[config.mk]
export PLATFORM = sky130hd
export DESIGN_NAME = ps2_key_decoder
export DESIGN_NICKNAME = d
export VERILOG_FILES = /design/src/rtl/ps2_key_decoder.sv
export SDC_FILE = /design/constraint.sdc
export NUM_CORES = 1
export LEC_CHECK = 0
export BUFFER_PORTS_ARGS = -buffer_cell sky130_fd_sc_hd__clkbuf_2
export CORE_MARGIN = 2
export CORE_UTILIZATION = 45
export CTS_BUF_LIST = sky130_fd_sc_hd__clkbuf_16
export CTS_CLUSTER_DIAMETER = 40
export CTS_CLUSTER_SIZE = 24
export DETAILED_ROUTE_END_ITERATION = 6
export GPL_ROUTABILITY_DRIVEN = 0
export GPL_TIMING_DRIVEN = 0
export HOLD_SLACK_MARGIN = 0.05
export SETUP_SLACK_MARGIN = 0.3
export SLEW_MARGIN = 20
export SYNTH_ARGS = -nofsm -noshare
export SYNTH_HDL_FRONTEND = slang
export SYNTH_SLANG_ARGS = --single-unit
[constraint.sdc]
create_clock -name clk -period 1.89 [get_ports clk]
set_input_delay 0.189 -clock clk [delete_from_list [all_inputs] [get_ports clk]]
set_output_delay 0.189 -clock clk [all_outputs]
set_load 0.03 [all_outputs]
[src/rtl/ps2_key_decoder.sv]
// ps2_key_decoder
// Receives PS/2 keyboard frames, decodes set-2 scancodes and drives
// active-low paddle key states that stand in for the push-button pairs.
//
// Ports:
//   clk        in   system clock (50 MHz)
//   rst        in   synchronous active-high reset
//   ps2_clk    in   raw PS/2 clock from pad (asynchronous)
//   ps2_dat    in   raw PS/2 data from pad (asynchronous)
//   keys_left  out  [1]=W, [0]=S, active-low
//   keys_right out  [1]=Up arrow, [0]=Down arrow, active-low
//   scancode   out  last correctly received byte
//   code_valid out  one-cycle pulse when scancode is updated
//   frame_err  out  one-cycle pulse when a frame is discarded
//
// Optional build macro PS2_ERR_RELEASE_EN: every frame_err also releases
// all keys and clears the break/extended prefixes in the same cycle.
module ps2_key_decoder #(
   parameter int FILTER_LEN     = 8,
   parameter int TIMEOUT_CYCLES = 100000
) (
   input  logic       clk,
   input  logic       rst,
   input  logic       ps2_clk,
   input  logic       ps2_dat,
   output logic [1:0] keys_left,
   output logic [1:0] keys_right,
   output logic [7:0] scancode,
   output logic       code_valid,
   output logic       frame_err
);

   localparam int FW = (FILTER_LEN > 1) ? $clog2(FILTER_LEN) : 1;
   localparam int TW = $clog2(TIMEOUT_CYCLES);

   typedef enum logic [1:0] {S_IDLE, S_DATA, S_PARITY, S_STOP} state_t;

   // Two-FF synchronizers, bit 0 = ps2_clk, bit 1 = ps2_dat.
   logic [1:0] raw_bits;
   logic [1:0] sync_bits;
   assign raw_bits = {ps2_dat, ps2_clk};

   genvar gi;
   generate
      for (gi = 0; gi < 2; gi++) begin : g_sync
         logic meta_q;
         logic sync_q;
         always_ff @(posedge clk) begin
            if (rst) begin
               meta_q <= 1'b1;
               sync_q <= 1'b1;
            end else begin
               meta_q <= raw_bits[gi];
               sync_q <= meta_q;
            end
         end
         assign sync_bits[gi] = sync_q;
      end
   endgenerate

   logic clk_s;
   logic dat_s;
   assign clk_s = sync_bits[0];
   assign dat_s = sync_bits[1];

   // Glitch filter: the filtered level follows the synchronized clock only
   // after FILTER_LEN consecutive samples that disagree with it.
   logic          filt_q;
   logic [FW-1:0] fcnt_q;
   logic          fcnt_full;
   logic          fall;

   assign fcnt_full = (fcnt_q == FW'(FILTER_LEN - 1));
   // The falling edge is the cycle the filter flips 1->0.
   assign fall      = filt_q & ~clk_s & fcnt_full;

   always_ff @(posedge clk) begin
      if (rst) begin
         filt_q <= 1'b1;
         fcnt_q <= '0;
      end else if (clk_s == filt_q) begin
         fcnt_q <= '0;
      end else if (fcnt_full) begin
         filt_q <= clk_s;
         fcnt_q <= '0;
      end else begin
         fcnt_q <= fcnt_q + 1'b1;
      end
   end

   // Receiver and decoder state
   state_t        state_q, state_d;
   logic [2:0]    bit_cnt_q, bit_cnt_d;
   logic [7:0]    shift_q, shift_d;
   logic          par_q, par_d;
   logic [TW-1:0] to_cnt_q, to_cnt_d;
   logic [7:0]    scancode_q, scancode_d;
   logic [1:0]    keys_left_q, keys_left_d;
   logic [1:0]    keys_right_q, keys_right_d;
   logic          brk_q, brk_d;
   logic          ext_q, ext_d;
   logic          code_valid_q, code_valid_d;
   logic          frame_err_q, frame_err_d;
   logic          accept;
   logic          err;

   always_comb begin
      state_d      = state_q;
      bit_cnt_d    = bit_cnt_q;
      shift_d      = shift_q;
      par_d        = par_q;
      to_cnt_d     = to_cnt_q;
      scancode_d   = scancode_q;
      keys_left_d  = keys_left_q;
      keys_right_d = keys_right_q;
      brk_d        = brk_q;
      ext_d        = ext_q;
      accept       = 1'b0;
      err          = 1'b0;

      if (fall) begin
         to_cnt_d = '0;
         case (state_q)
            S_IDLE: begin
               if (!dat_s) begin
                  state_d   = S_DATA;
                  bit_cnt_d = '0;
               end else begin
                  err = 1'b1;
               end
            end
            S_DATA: begin
               shift_d   = {dat_s, shift_q[7:1]};   // LSB arrives first
               bit_cnt_d = bit_cnt_q + 1'b1;
               if (bit_cnt_q == 3'd7) state_d = S_PARITY;
            end
            S_PARITY: begin
               par_d   = dat_s;
               state_d = S_STOP;
            end
            S_STOP: begin
               state_d = S_IDLE;
               // Odd parity over data plus parity bit, and stop bit high.
               if (dat_s && (^{shift_q, par_q})) accept = 1'b1;
               else                               err    = 1'b1;
            end
            default: state_d = S_IDLE;
         endcase
      end else if (state_q != S_IDLE) begin
         if (to_cnt_q == TW'(TIMEOUT_CYCLES - 1)) begin
            state_d  = S_IDLE;
            to_cnt_d = '0;
            shift_d  = '0;
            err      = 1'b1;
         end else begin
            to_cnt_d = to_cnt_q + 1'b1;
         end
      end

      if (accept) begin
         scancode_d = shift_q;
         if (shift_q == 8'hF0) begin
            brk_d = 1'b1;
         end else if (shift_q == 8'hE0) begin
            ext_d = 1'b1;
         end else begin
            // A make code writes 0 (pressed), a break code writes 1.
            case ({ext_q, shift_q})
               9'h01D:  keys_left_d[1]  = brk_q;
               9'h01B:  keys_left_d[0]  = brk_q;
               9'h175:  keys_right_d[1] = brk_q;
               9'h172:  keys_right_d[0] = brk_q;
               default: ;
            endcase
            brk_d = 1'b0;
            ext_d = 1'b0;
         end
      end

`ifdef PS2_ERR_RELEASE_EN
      if (err) begin
         keys_left_d  = 2'b11;
         keys_right_d = 2'b11;
         brk_d        = 1'b0;
         ext_d        = 1'b0;
      end
`endif

      code_valid_d = accept;
      frame_err_d  = err;
   end

   always_ff @(posedge clk) begin
      if (rst) begin
         state_q      <= S_IDLE;
         bit_cnt_q    <= '0;
         shift_q      <= '0;
         par_q        <= 1'b0;
         to_cnt_q     <= '0;
         scancode_q   <= 8'h00;
         keys_left_q  <= 2'b11;
         keys_right_q <= 2'b11;
         brk_q        <= 1'b0;
         ext_q        <= 1'b0;
         code_valid_q <= 1'b0;
         frame_err_q  <= 1'b0;
      end else begin
         state_q      <= state_d;
         bit_cnt_q    <= bit_cnt_d;
         shift_q      <= shift_d;
         par_q        <= par_d;
         to_cnt_q     <= to_cnt_d;
         scancode_q   <= scancode_d;
         keys_left_q  <= keys_left_d;
         keys_right_q <= keys_right_d;
         brk_q        <= brk_d;
         ext_q        <= ext_d;
         code_valid_q <= code_valid_d;
         frame_err_q  <= frame_err_d;
      end
   end

   assign keys_left  = keys_left_q;
   assign keys_right = keys_right_q;
   assign scancode   = scancode_q;
   assign code_valid = code_valid_q;
   assign frame_err  = frame_err_q;

endmodule

==> key figures <==
Route
  – Via/cell ratio: ~5.3
  – Final Routed Wirelength: between 6000 and 7000 um
  – First drt pass iteration count: 4
  – DRC viols: 0
  – Number of antenna-violating nets in the routed design: 0
  – Via count: 2128
  – DR iter-0 viols: between 100 and 150
  – Detail-routed net length per standard cell: 15.1 um

Die
  – Effective utilization at floorplan: roughly 47%
  – Floorplan die width: 78.0 um
  – Floorplan row count: 26
  – Die Span Y: 78.0 um
  – Floorplan core area: approximately 5200 um^2
  – I/O pin cnt: 18
  – Area of the die: about 6000 um^2

Yosys
  – Count of distinct cell types in the synthesized netlist: ~40
  – Gate count of the mapped netlist: ~270
  – Netlist Area Pre-Place: between 2000 and 2500 um^2
  – Yosys warning total: 0
  – Post-Synthesis Mean Instance Area: slightly above 9 um^2
  – Flop and latch count out of synthesis: 55
  – Post-synth EDFFs: 0
  – Net count of the mapped netlist: roughly 280
  – Asr flop ratio synth: 0%
  – Fraction of the yosys area taken by sequential cells: roughly 45%
  – Prevailing post-synth register cell: dfxtp_1

Status
  – Result of the run: finished, final reports clean

Layout
  – Commonest non-fill, non-tap cell in the layout: dfxtp_1
  – Fraction of layout instances using a drive strength above 1: a little under half
  – Final instance area: approximately 3700 um^2
  – Non-filler cells, final: 399
  – Net count reported at finish: 343
  – Area delta synth->final: 48.2%
  – Ant diodes: 0
  – Fraction of the core area covered by cells at the end of the flow: a little over two thirds
  – Top library cells by usage in the layout, fill and taps aside: 41 x dfxtp_1, 33 x nor2_1, 27 x buf_4, 18 x clkbuf_2, 13 x nor2_4
  – Number of filler instances in the final layout: between 300 and 400

Global routing
  – Number of global-route vias before repair: roughly 1900
  – Maximum number of pins on one net before global-route repair: 18
  – First-pass GRT wire length: 9010 um
  – GRT Resource Usage Total: 18.4%
  – Remaining Overflow, GRT: 0
  – Antenna violations before repair: 0

Clocking
  – Cts bufs inserted: 5
  – Clock transition at path regs: roughly 0.07 ns
  – H-Tree Level Count: 2
  – Clk sinks: 55
  – CTS tree: done
  – Source-to-sink clock delay at the later pin of the worst-skew pair: approximately 0.29 ns
  – # hold bufs at CTS: 0
  – Max clock buf depth: 2
  – Library cell used as clock root buffer: clkbuf_16

Setup path
  – Worst-path maximum fanout: 8
  – Kind of start point of the critical path: flop
  – Biggest cell delay along the critical path: approximately 0.42 ns
  – Classification of the worst setup path: flop to flop
  – Arrival time of the worst setup path: 2.04 ns
  – Crit path capture type: flop
  – Ordered list of cells on the worst path: clkbuf_4 > xor3_2 > and2_1 > mux2i_4 > buf_12 > mux2i_2 > nor2_1
  – Critical path's slowest cell: xor3_2
  – Required time at the endpoint of the critical path: around 2 ns

Power and ir drop
  – Highest ir drop seen on vdd: a little over 500 uV
  – Power after layout: roughly 2.3 mW
  – Leakage power summed over all cells: between 1 and 1.5 nW
  – Power density relative to cell area: approximately 620 nW/um^2

STA
  – Worst hold margin: approximately 0.076 ns
  – RSZ-0062 raised after global routing: true
  – Clock Skews: 0.00661 ns
  – Max frequency: roughly 0.53 GHz
  – Hold Violations, Final: 0
  – Worst Slack Setup Final: 0.0164 ns
  – Number of endpoints failing setup at the final stage: 0
  – Pins over their slew limit: 0
  – Sum of negative setup slack: 0 ns
  – Relative slew slack: between 60 and 70%
  – Measured slew at the worst slew-check pin: between 0.5 and 0.6 ns
  – Final critical-path required period: 1.87 ns
  – Final worst path period share: about 99%

Place
  – Count of placed standard cells including taps: about 350
  – Placed wire-length estimate: 3340 um
  – Post-place instance area: roughly 2700 um^2
  – Post-placement worst setup slack: -0.121 ns
  – Port Buf Inserts: 17

Worst hold path
  – Hold Crit Class: input port to flop

Flow run
  – # Max-Cap Violations: 0
==> critical path, delay by kind of cell, from the launching register on <==
family | cells | cell delay [ns]
XOR/XNOR | 1 | 0.42
multiplexers | 2 | 0.40
buffers and inverters | 2 | 0.35
flip-flops | 1 | 0.30
AND/OR/NAND/NOR | 2 | 0.27
==> final timing paths <==
check	from	end	slack, ns	cells after the start
hold / removal	ps2_dat	g_sync[1].meta_q	0.08	2
setup / recovery	shift_q[5]	scancode[2]	0.02	7
hold reg to reg	g_sync[0].meta_q	clk_s	0.41	1
setup reg to reg	shift_q[5]	scancode[2]	0.02	7
==> Yosys cell counts, types with 2 or more instances <==
cell type,count,area share (%)
and4b_2,2,0.91
o211ai_1,2,0.61
nand2_1,12,1.8
ha_1,11,5.6
nor2b_1,4,1.0
inv_1,7,1.1
nand3b_1,2,0.61
and2_1,5,1.3
a31oi_1,2,0.51
or2_2,5,1.3
nor4_1,2,0.51
xnor2_1,12,4.3
nand3_1,10,2.0
and3_1,2,0.51
mux2i_1,11,4.5
a32oi_1,2,0.71
clkbuf_1,8,1.2
xor2_1,10,3.5
nor2_1,49,7.5
nor3_1,7,1.4
or3_1,2,0.51
dfxtp_1,55,45
buf_2,2,0.41
o21ai_0,5,1.0
nand4_1,4,1.0
and4_1,3,1.1
a21oi_1,10,2.0
a22oi_1,8,2.4
==> sequential cells by signal, indices dropped and copies added, names as in the netlist <==
| register | flops |
|---|---|
| clk_s | 1 |
| g_sync.meta_q | 2 |
| par_q | 1 |
| filt_q | 1 |
| code_valid | 1 |
| shift_q | 8 |
| fcnt_q | 3 |
| bit_cnt_q | 3 |
| state_q | 2 |
| keys_left | 2 |
| brk_q | 1 |
| scancode | 8 |
| dat_s | 1 |
| ext_q | 1 |
| keys_right | 2 |
| frame_err | 1 |
| to_cnt_q | 17 |
==> routing by layer <==
layer / GRT usage (%) / vias up / part of all wire [%]
met5: 0 / - / 0
met1: 27.2 / 1032 / 48
met2: 27.6 / 45 / 46
met3: 3.79 / 11 / 4.0
met4: 4.21 / 0 / 1.8
li1: - / 1040 / -
==> repair_timing <==
action,CTS,global route
resized for setup,41,79
pin swaps,27,20
gates cloned,1,0
endpoints found under the setup margin,45,45
setup buffers,23,13
==> logic make-up (layout without fill, tap and decap cells) <==
| kind of cell | Yosys count | after routing | synth area share (%) |
|---|---|---|---|
| and+or+nand+nor | 114 | 114 | 23.2 |
| DFF | 55 | 55 | 44.6 |
| AOI/OAI and AO/OA | 33 | 33 | 8.67 |
| xor gates and xnor gates | 24 | 24 | 9.74 |
| buffers and inverters | 18 | 80 | 2.84 |
| muxes | 12 | 12 | 5.38 |
| adders and majority gates | 11 | 11 | 5.58 |
==> final cells by class <==
| class | instances | area [um^2] | area share [%] |
|---|---|---|---|
| clock inverters | 3 | 43.8 | 1.20 |
| repair buffers | 54 | 417 | 11.4 |
| well taps | 70 | 87.6 | 2.39 |
| plain buffers | 11 | 75.1 | 2.05 |
| clock buffers | 5 | 125 | 3.42 |
| inverters | 7 | 26.3 | 0.718 |
| flip-flops and latches | 55 | 1120 | 30.7 |
| multi-input cells | 194 | 1760 | 48.1 |
==> power breakdown <==
group | leakage, nW | switching [mW] | internal, mW
clock network | 0.0838 | 0.422 | 0.626
registers | 0.452 | 0.00534 | 1.16
logic | 0.920 | 0.0453 | 0.0249
total | 1.46 | 0.473 | 1.81
Note: power is estimated with default switching activity, not from simulation.
